--- config.mk ---
export PLATFORM = sky130hd
export DESIGN_NAME = mmio_uart_tx_flat
export DESIGN_NICKNAME = d
export VERILOG_FILES = /design/src/rtl/mmio_uart_tx_if.sv /design/src/rtl/mmio_uart_tx.sv /design/src/flat_wrapper.sv
export SDC_FILE = /design/constraint.sdc
export NUM_CORES = 1
export LEC_CHECK = 0
export ABC_CLOCK_PERIOD_IN_PS = 7600
export BUFFER_PORTS_ARGS = -buffer_cell sky130_fd_sc_hd__buf_2
export CAP_MARGIN = 30
export CORE_MARGIN = 1
export CORE_UTILIZATION = 60
export CTS_CLUSTER_SIZE = 8
export DETAILED_ROUTE_END_ITERATION = 6
export PLACE_DENSITY = 0.83
export RECOVER_POWER = 25
export REMOVE_ABC_BUFFERS = 1
export SYNTH_ARGS = -nofsm -noshare
export SYNTH_HDL_FRONTEND = slang
export SYNTH_SLANG_ARGS = --single-unit
--- constraint.sdc ---
create_clock -name clk_in -period 7.6 [get_ports clk_in]
set_input_delay 0 -clock clk_in [delete_from_list [all_inputs] [get_ports clk_in]]
set_output_delay 0 -clock clk_in [all_outputs]
set_load 0.05 [all_outputs]
--- src/rtl/mmio_uart_tx_if.sv ---
// CPU data-bus view of the UART transmitter. These are the same strobes, address and data
// that the data RAM decode sees, so the UART can sit in parallel with the RAM.
interface mmio_uart_tx_if;
    logic        cs;
    logic        dm_w;
    logic        dm_r;
    logic [31:0] addr;
    logic [31:0] data_in;
    logic [31:0] data_out;

    modport master (output cs, dm_w, dm_r, addr, data_in, input data_out);
    modport slave  (input cs, dm_w, dm_r, addr, data_in, output data_out);
endinterface

--- src/rtl/mmio_uart_tx.sv ---
// Memory-mapped UART transmitter with a 16-byte register window, a TX FIFO and an 8N1 serialiser.
// Define UART_PARITY_EN to insert an even-parity bit between the data bits and the stop bit.
module mmio_uart_tx #(
    parameter logic [31:0] BASE_ADDR = 32'h10020000,
    parameter int          CLK_DIV   = 868,
    parameter int          FIFO_AW   = 4
) (
    input  logic          clk_in,
    input  logic          reset,
    mmio_uart_tx_if.slave bus,
    output logic          tx,
    output logic          irq
);
    localparam int DEPTH = 1 << FIFO_AW;
    localparam int CW    = (CLK_DIV > 1) ? $clog2(CLK_DIV) : 1;
    localparam logic [CW-1:0] CNT_MAX = CW'(CLK_DIV - 1);
`ifdef UART_PARITY_EN
    localparam logic PAR_EN = 1'b1;
`else
    localparam logic PAR_EN = 1'b0;
`endif

    typedef enum logic [2:0] {
        IDLE,
        START,
        DATA,
`ifdef UART_PARITY_EN
        PARITY,
`endif
        STOP
    } state_t;

    state_t           state, state_next;
    logic [CW-1:0]    cnt, cnt_next;
    logic [2:0]       bit_idx, bit_next;
    logic [7:0]       sh, sh_next;
    logic             tx_q, tx_next;
    logic [FIFO_AW:0] wr_ptr, rd_ptr, count;
    logic [7:0]       mem [DEPTH];
    logic [7:0]       pop_byte;
    logic [3:0]       offset;
    logic             hit, wr_en, push, pop, clr_ovf, tick;
    logic             ovf, full, empty;
    logic             unused_data;
`ifdef UART_PARITY_EN
    logic             par_q;
`endif

    assign offset      = bus.addr[3:0];
    assign hit         = bus.cs && (bus.addr[31:4] == BASE_ADDR[31:4]);
    assign wr_en       = hit && bus.dm_w;
    assign push        = wr_en && (offset == 4'h0);
    assign clr_ovf     = wr_en && (offset == 4'h4);
    assign empty       = (wr_ptr == rd_ptr);
    assign full        = (wr_ptr[FIFO_AW] != rd_ptr[FIFO_AW]) &&
                         (wr_ptr[FIFO_AW-1:0] == rd_ptr[FIFO_AW-1:0]);
    assign count       = wr_ptr - rd_ptr;
    assign pop_byte    = mem[rd_ptr[FIFO_AW-1:0]];
    assign irq         = empty && (state == IDLE);
    assign tx          = tx_q;
    assign unused_data = ^bus.data_in[31:8];

    always_comb begin
        bus.data_out = '0;
        if (hit && bus.dm_r && !bus.dm_w) begin
            case (offset)
                4'h4:    bus.data_out = {27'd0, PAR_EN, ovf, state != IDLE, empty, full};
                4'h8:    bus.data_out = 32'(count);
                default: bus.data_out = '0;
            endcase
        end
    end

    // A push into a full FIFO is dropped even if the serialiser pops in the same cycle.
    always_ff @(posedge clk_in or negedge reset) begin
        if (!reset) begin
            wr_ptr <= '0;
            rd_ptr <= '0;
            ovf    <= 1'b0;
        end else begin
            if (push) begin
                if (full) ovf <= 1'b1;
                else      wr_ptr <= wr_ptr + (FIFO_AW+1)'(1);
            end
            if (clr_ovf) ovf <= 1'b0;
            if (pop) rd_ptr <= rd_ptr + (FIFO_AW+1)'(1);
        end
    end

    always_ff @(posedge clk_in) begin
        if (push && !full) mem[wr_ptr[FIFO_AW-1:0]] <= bus.data_in[7:0];
    end

    always_comb begin
        state_next = state;
        cnt_next   = cnt;
        bit_next   = bit_idx;
        sh_next    = sh;
        pop        = 1'b0;
        tick       = (cnt == CNT_MAX);
        tx_next    = 1'b1;
        case (state)
            IDLE: begin
                if (!empty) begin
                    pop        = 1'b1;
                    sh_next    = pop_byte;
                    state_next = START;
                end
            end
            START: if (tick) state_next = DATA;
            DATA: begin
                if (tick) begin
                    if (bit_idx == 3'd7) begin
`ifdef UART_PARITY_EN
                        state_next = PARITY;
`else
                        state_next = STOP;
`endif
                    end else begin
                        sh_next  = {1'b0, sh[7:1]};
                        bit_next = bit_idx + 3'd1;
                    end
                end
            end
`ifdef UART_PARITY_EN
            PARITY: if (tick) state_next = STOP;
`endif
            STOP: if (tick) state_next = IDLE;
            default: state_next = IDLE;
        endcase

        if ((state_next != state) || (state == IDLE) || tick) cnt_next = '0;
        else                                                   cnt_next = cnt + CW'(1);
        if (state_next != state) bit_next = 3'd0;

        // tx is registered, so it is driven from the state being entered.
        case (state_next)
            START:   tx_next = 1'b0;
            DATA:    tx_next = sh_next[0];
`ifdef UART_PARITY_EN
            PARITY:  tx_next = par_q;
`endif
            default: tx_next = 1'b1;
        endcase
    end

    always_ff @(posedge clk_in or negedge reset) begin
        if (!reset) begin
            state   <= IDLE;
            cnt     <= '0;
            bit_idx <= 3'd0;
            sh      <= 8'd0;
            tx_q    <= 1'b1;
`ifdef UART_PARITY_EN
            par_q   <= 1'b0;
`endif
        end else begin
            state   <= state_next;
            cnt     <= cnt_next;
            bit_idx <= bit_next;
            sh      <= sh_next;
            tx_q    <= tx_next;
`ifdef UART_PARITY_EN
            if (pop) par_q <= ^pop_byte;
`endif
        end
    end
endmodule

--- src/flat_wrapper.sv ---
// flat-port wrapper written by rule: the top's interface ports become plain ports
module mmio_uart_tx_flat 
#(
    parameter logic [31:0] BASE_ADDR = 32'h10020000,
    parameter int          CLK_DIV   = 868,
    parameter int          FIFO_AW   = 4
)
  (clk_in, reset, tx, irq, bus_cs, bus_dm_w, bus_dm_r, bus_addr, bus_data_in, bus_data_out);
  mmio_uart_tx_if bus_i ();
  input  logic clk_in;
  input  logic reset;
  output logic tx;
  output logic irq;
  input wire logic [$bits(bus_i.cs)-1:0] bus_cs;
  input wire logic [$bits(bus_i.dm_w)-1:0] bus_dm_w;
  input wire logic [$bits(bus_i.dm_r)-1:0] bus_dm_r;
  input wire logic [$bits(bus_i.addr)-1:0] bus_addr;
  input wire logic [$bits(bus_i.data_in)-1:0] bus_data_in;
  output wire logic [$bits(bus_i.data_out)-1:0] bus_data_out;
  assign bus_i.cs = bus_cs;
  assign bus_i.dm_w = bus_dm_w;
  assign bus_i.dm_r = bus_dm_r;
  assign bus_i.addr = bus_addr;
  assign bus_i.data_in = bus_data_in;
  assign bus_data_out = bus_i.data_out;
  mmio_uart_tx #(.BASE_ADDR(BASE_ADDR), .CLK_DIV(CLK_DIV), .FIFO_AW(FIFO_AW)) u_core (.clk_in(clk_in), .reset(reset), .bus(bus_i), .tx(tx), .irq(irq));
endmodule
==> summary.txt <==
Timing
  • Tcrit/Tclk final: between 50% and 60%
  • Worst slew margin: between 30% and 40%
  • RSZ-0062 raised after global routing: false
  • Hold Vio Cnt, Final: 0
  • Worst-margin pin slew: around 900 ps
  • WHS: about 87 ps
  • Final max-slew violation count: 0
  • Final TNS setup: 0 ps
  • Final setup fails: 0
  • Crit path time final: between 3000 and 4000 ps
  • Fmax: roughly 260 MHz
  • Clock skew: about 10 ps

Floorplan
  • Initial Utilization: between 60% and 70%
  • Die Y: ~110 µm
  • Die extent in x: between 100 and 150 µm
  • Ports: around 100
  • Num rows: 39
  • Die ar.: about 0.012 mm²
  • Core box area: approximately 0.012 mm²

Detailed routing
  • Vias per inst: about 6.3
  • DRT Pass-1 Iters: 7
  • Via count: between 4000 and 5000
  • Final WL: approximately 15000 µm
  • DR WL/cell: ~21 µm
  • Drt initial violations: 394
  • Routed Antenna Nets: 0
  • DRC viols: 17

Final layout
  • Share of layout cells above drive strength 1: about a quarter
  • Layout area overhead: 14.4%
  • Fin nets: about 620
  • Diodes inserted: 0
  • # fillers: between 700 and 800

Global route
  • First-pass GRT wire length: approximately 23000 µm
  • Vias in the first global route: 4296
  • Antenna violations before repair: 0
  • Global route overflow: 0
  • Largest net degree at the start of global routing: 37
  • Global Route Usage Sum: around a quarter

Critical path
  • Reg2reg start: u_core.rd_ptr[3]$_DFFE_PN0P_
  • Critical Path Start: u_core.rd_ptr[3]$_DFFE_PN0P_
  • CP Data Required Time: approximately 7700 ps
  • CP Data Arrival Time: just under 4000 ps
  • Crit end category: flop
  • CP max stage delay: approximately 770 ps
  • Max FO, Critical Path: 11
  • Crit-path cells: clkinv_1 > ha_1 > nand4_1 > o21bai_1 > nor4_2 > nand2_1 > nor2_1
  • Crit path kind: flop to flop
  • Worst setup SP type: flop
  • Slowest cell on the critical path: nor2_1

Synth
  • Ys flop type: edfxtp_1
  • Synth cell types: just over 60
  • Number of synthesized flops with an enable pin: ~130
  • Ys Warns: 0
  • Seq cells post-synth: 164
  • Synthesized cell area: 0.00720 mm²
  • FFs w/ async S/R, synth: between 20% and 30%
  • Syn_area_per_cell: 15.6 µm²
  • Post-synthesis sequential area ratio: around two thirds
  • Cells after synthesis: about 460

CTS
  • Clock Tree Buf Depth: 2
  • CTS tree: yes
  • Max H-tree Level: 4
  • Root Buffer: clkbuf_16
  • Clk slew on worst S/H paths: around 60 ps
  • Clock Latency Late Sink: 430 ps
  • Num Clock Sinks: about 160
  • Total CTS buffers: 17

Power and ir drop
  • Overall power: 2550 µW
  • Comb power frac: a little under a quarter
  • Leak: slightly below 0.003 µW
  • Max VDD drop: between 0.15 and 0.2 mV
  • P_sw: just over 700 µW
  • Clock share of power: 36.0%
  • Sequential Power Share: between 40% and 50%
  • Sw frac: between 20% and 30%
  • P_int: 1850 µW
  • Pwr dens: slightly above 300 mW/mm²

Place
  • GP Congestion: 0.808
  • Post-DP HPWL: ~9200 µm
  • Port Buffers: 51

Outcome
  • Failing checks: design-rule violations
  • Outcome: finished with violations

Flow run
  • Max-cap violations: 0

Hold path
  • Hold path start: bus_dm_w
  • Path type of the worst min-delay path: primary input to flop
[layout by cell type, fill, tap and decap left out, drive strengths merged, types with 6 or more instances in the layout]
cell type    netlist  final
a21oi             14     14
a221o              7      7
buf               39     52
clkbuf             6     25
clkinv             1      7
conb               1     28
dfrtp             35     35
dlygate4sd3        0     10
edfxtp           128    128
ha                12     12
inv               11     11
mux2i             11     11
mux4              30     30
nand2             23     23
nand4              7      7
nor2              39     39
nor3              10     10
nor4               8      8
xnor2             15     15
xor2               6      6
[per-stage QoR]
step | setup slack (ps) | instances | instance area, µm² | util (%)
after floorplan | 4130 | 445 | 7010 | -
after global placement | 4040 | 647 | 7510 | 64.9
after detailed placement | 3930 | 647 | 7510 | 64.9
after CTS | 3920 | 689 | 8250 | 71.3
after global routing | 3540 | 689 | 8240 | 71.2
final | 3780 | 689 | 8240 | 71.2
[metal layers]
layer	vias up	part of all wire, %	global-route usage, %
li1	1864	-	-
met5	-	0	0
met2	254	52	44.4
met4	0	3.3	12.8
met3	40	8.1	6.15
met1	2152	37	30.7
[repair_timing]
action	CTS	global route
setup buffers	0	0
endpoints found under the hold margin	164	0
gates resized for setup	0	0
hold buffers	10	0
[state kept, by name, indices dropped and copies added (netlist names)]
register,flops
u_core.ovf,1
u_core.cnt,10
u_core.bit_idx,3
u_core.state,3
u_core.tx,1
u_core.wr_ptr,5
u_core.mem,128
u_core.rd_ptr,5
u_core.sh,8
[worst max-delay path, delay by kind of cell, from the launching register on]
kind                     cells  cell delay (ps)
buffers and inverters        1              430
flip-flops                   1              620
AND/OR/NAND/NOR              4             1840
AO/OA/AOI/OAI                1               90
adder cells (fa/ha/maj)      1              470
[cells by family after synthesis]
group	synth area share, %
flip-flops	65.9
AND/OR/NAND/NOR	8.86
buffers and inverters	4.62
AO/OA/AOI/OAI	4.57
multiplexers	11.1
XOR/XNOR	2.55
adder cells (fa/ha/maj)	2.36
other	0.0521
[worst paths after layout]
kind                       slack, ps                           end  cells past startpoint
hold reg to reg                  490  u_core.wr_ptr[4]$_DFFE_PN0P_                      1
setup reg to reg                3780    u_core.mem[6][7]$_DFFE_PP_                      7
max in group asynchronous       6900       u_core.cnt[0]$_DFF_PN0_                      2
min in group asynchronous        200     u_core.state[0]$_DFF_PN0_                      2
setup / recovery                3780    u_core.mem[6][7]$_DFFE_PP_                      7
hold / removal                    90  u_core.wr_ptr[0]$_DFFE_PN0P_                      4
[area by class of cell]
cell class	instances	area [µm²]	share of cell area, %
clock buffers	18	429	5.21
well taps	143	179	2.17
repair buffers	69	407	4.94
flip-flops and latches	164	4750	57.6
clock inverters	14	210	2.55
multi-input cells	269	2220	27.0
inverters	12	45.0	0.547
[synth_stat cells (3+ instances only)]
master	instances	area, µm²
nor3_1	10	50.1
xor2_1	6	52.6
o21ai_0	5	25.0
nand3_1	5	25.0
mux2i_1	11	110
xnor2_1	15	131
edfxtp_1	128	3840
nor4_1	6	37.5
nand2_1	23	86.3
o221ai_1	5	43.8
nor2b_1	4	25.0
a21oi_1	14	70.1
ha_1	12	150
nor4b_1	3	26.3
mux4_2	30	676
buf_2	5	25.0
nand4_1	7	43.8
a221o_2	6	67.6
buf_4	28	210
nand2b_1	4	25.0
clkbuf_1	6	22.5
buf_1	5	18.8
nor2_1	38	143
inv_1	10	37.5
dfrtp_1	35	876
[power by group through the flow]
stage                     Clock (µW)  Combinational [µW]  Sequential (µW)
after floorplan                    0                 360             1120
after global routing             963                 645             1040
final                            919                 599             1040
after CTS                        925                 599             1030
after global placement             0                 568             1050
after detailed placement           0                 587             1050
No activity file was read; power rests on OpenSTA's default activity.
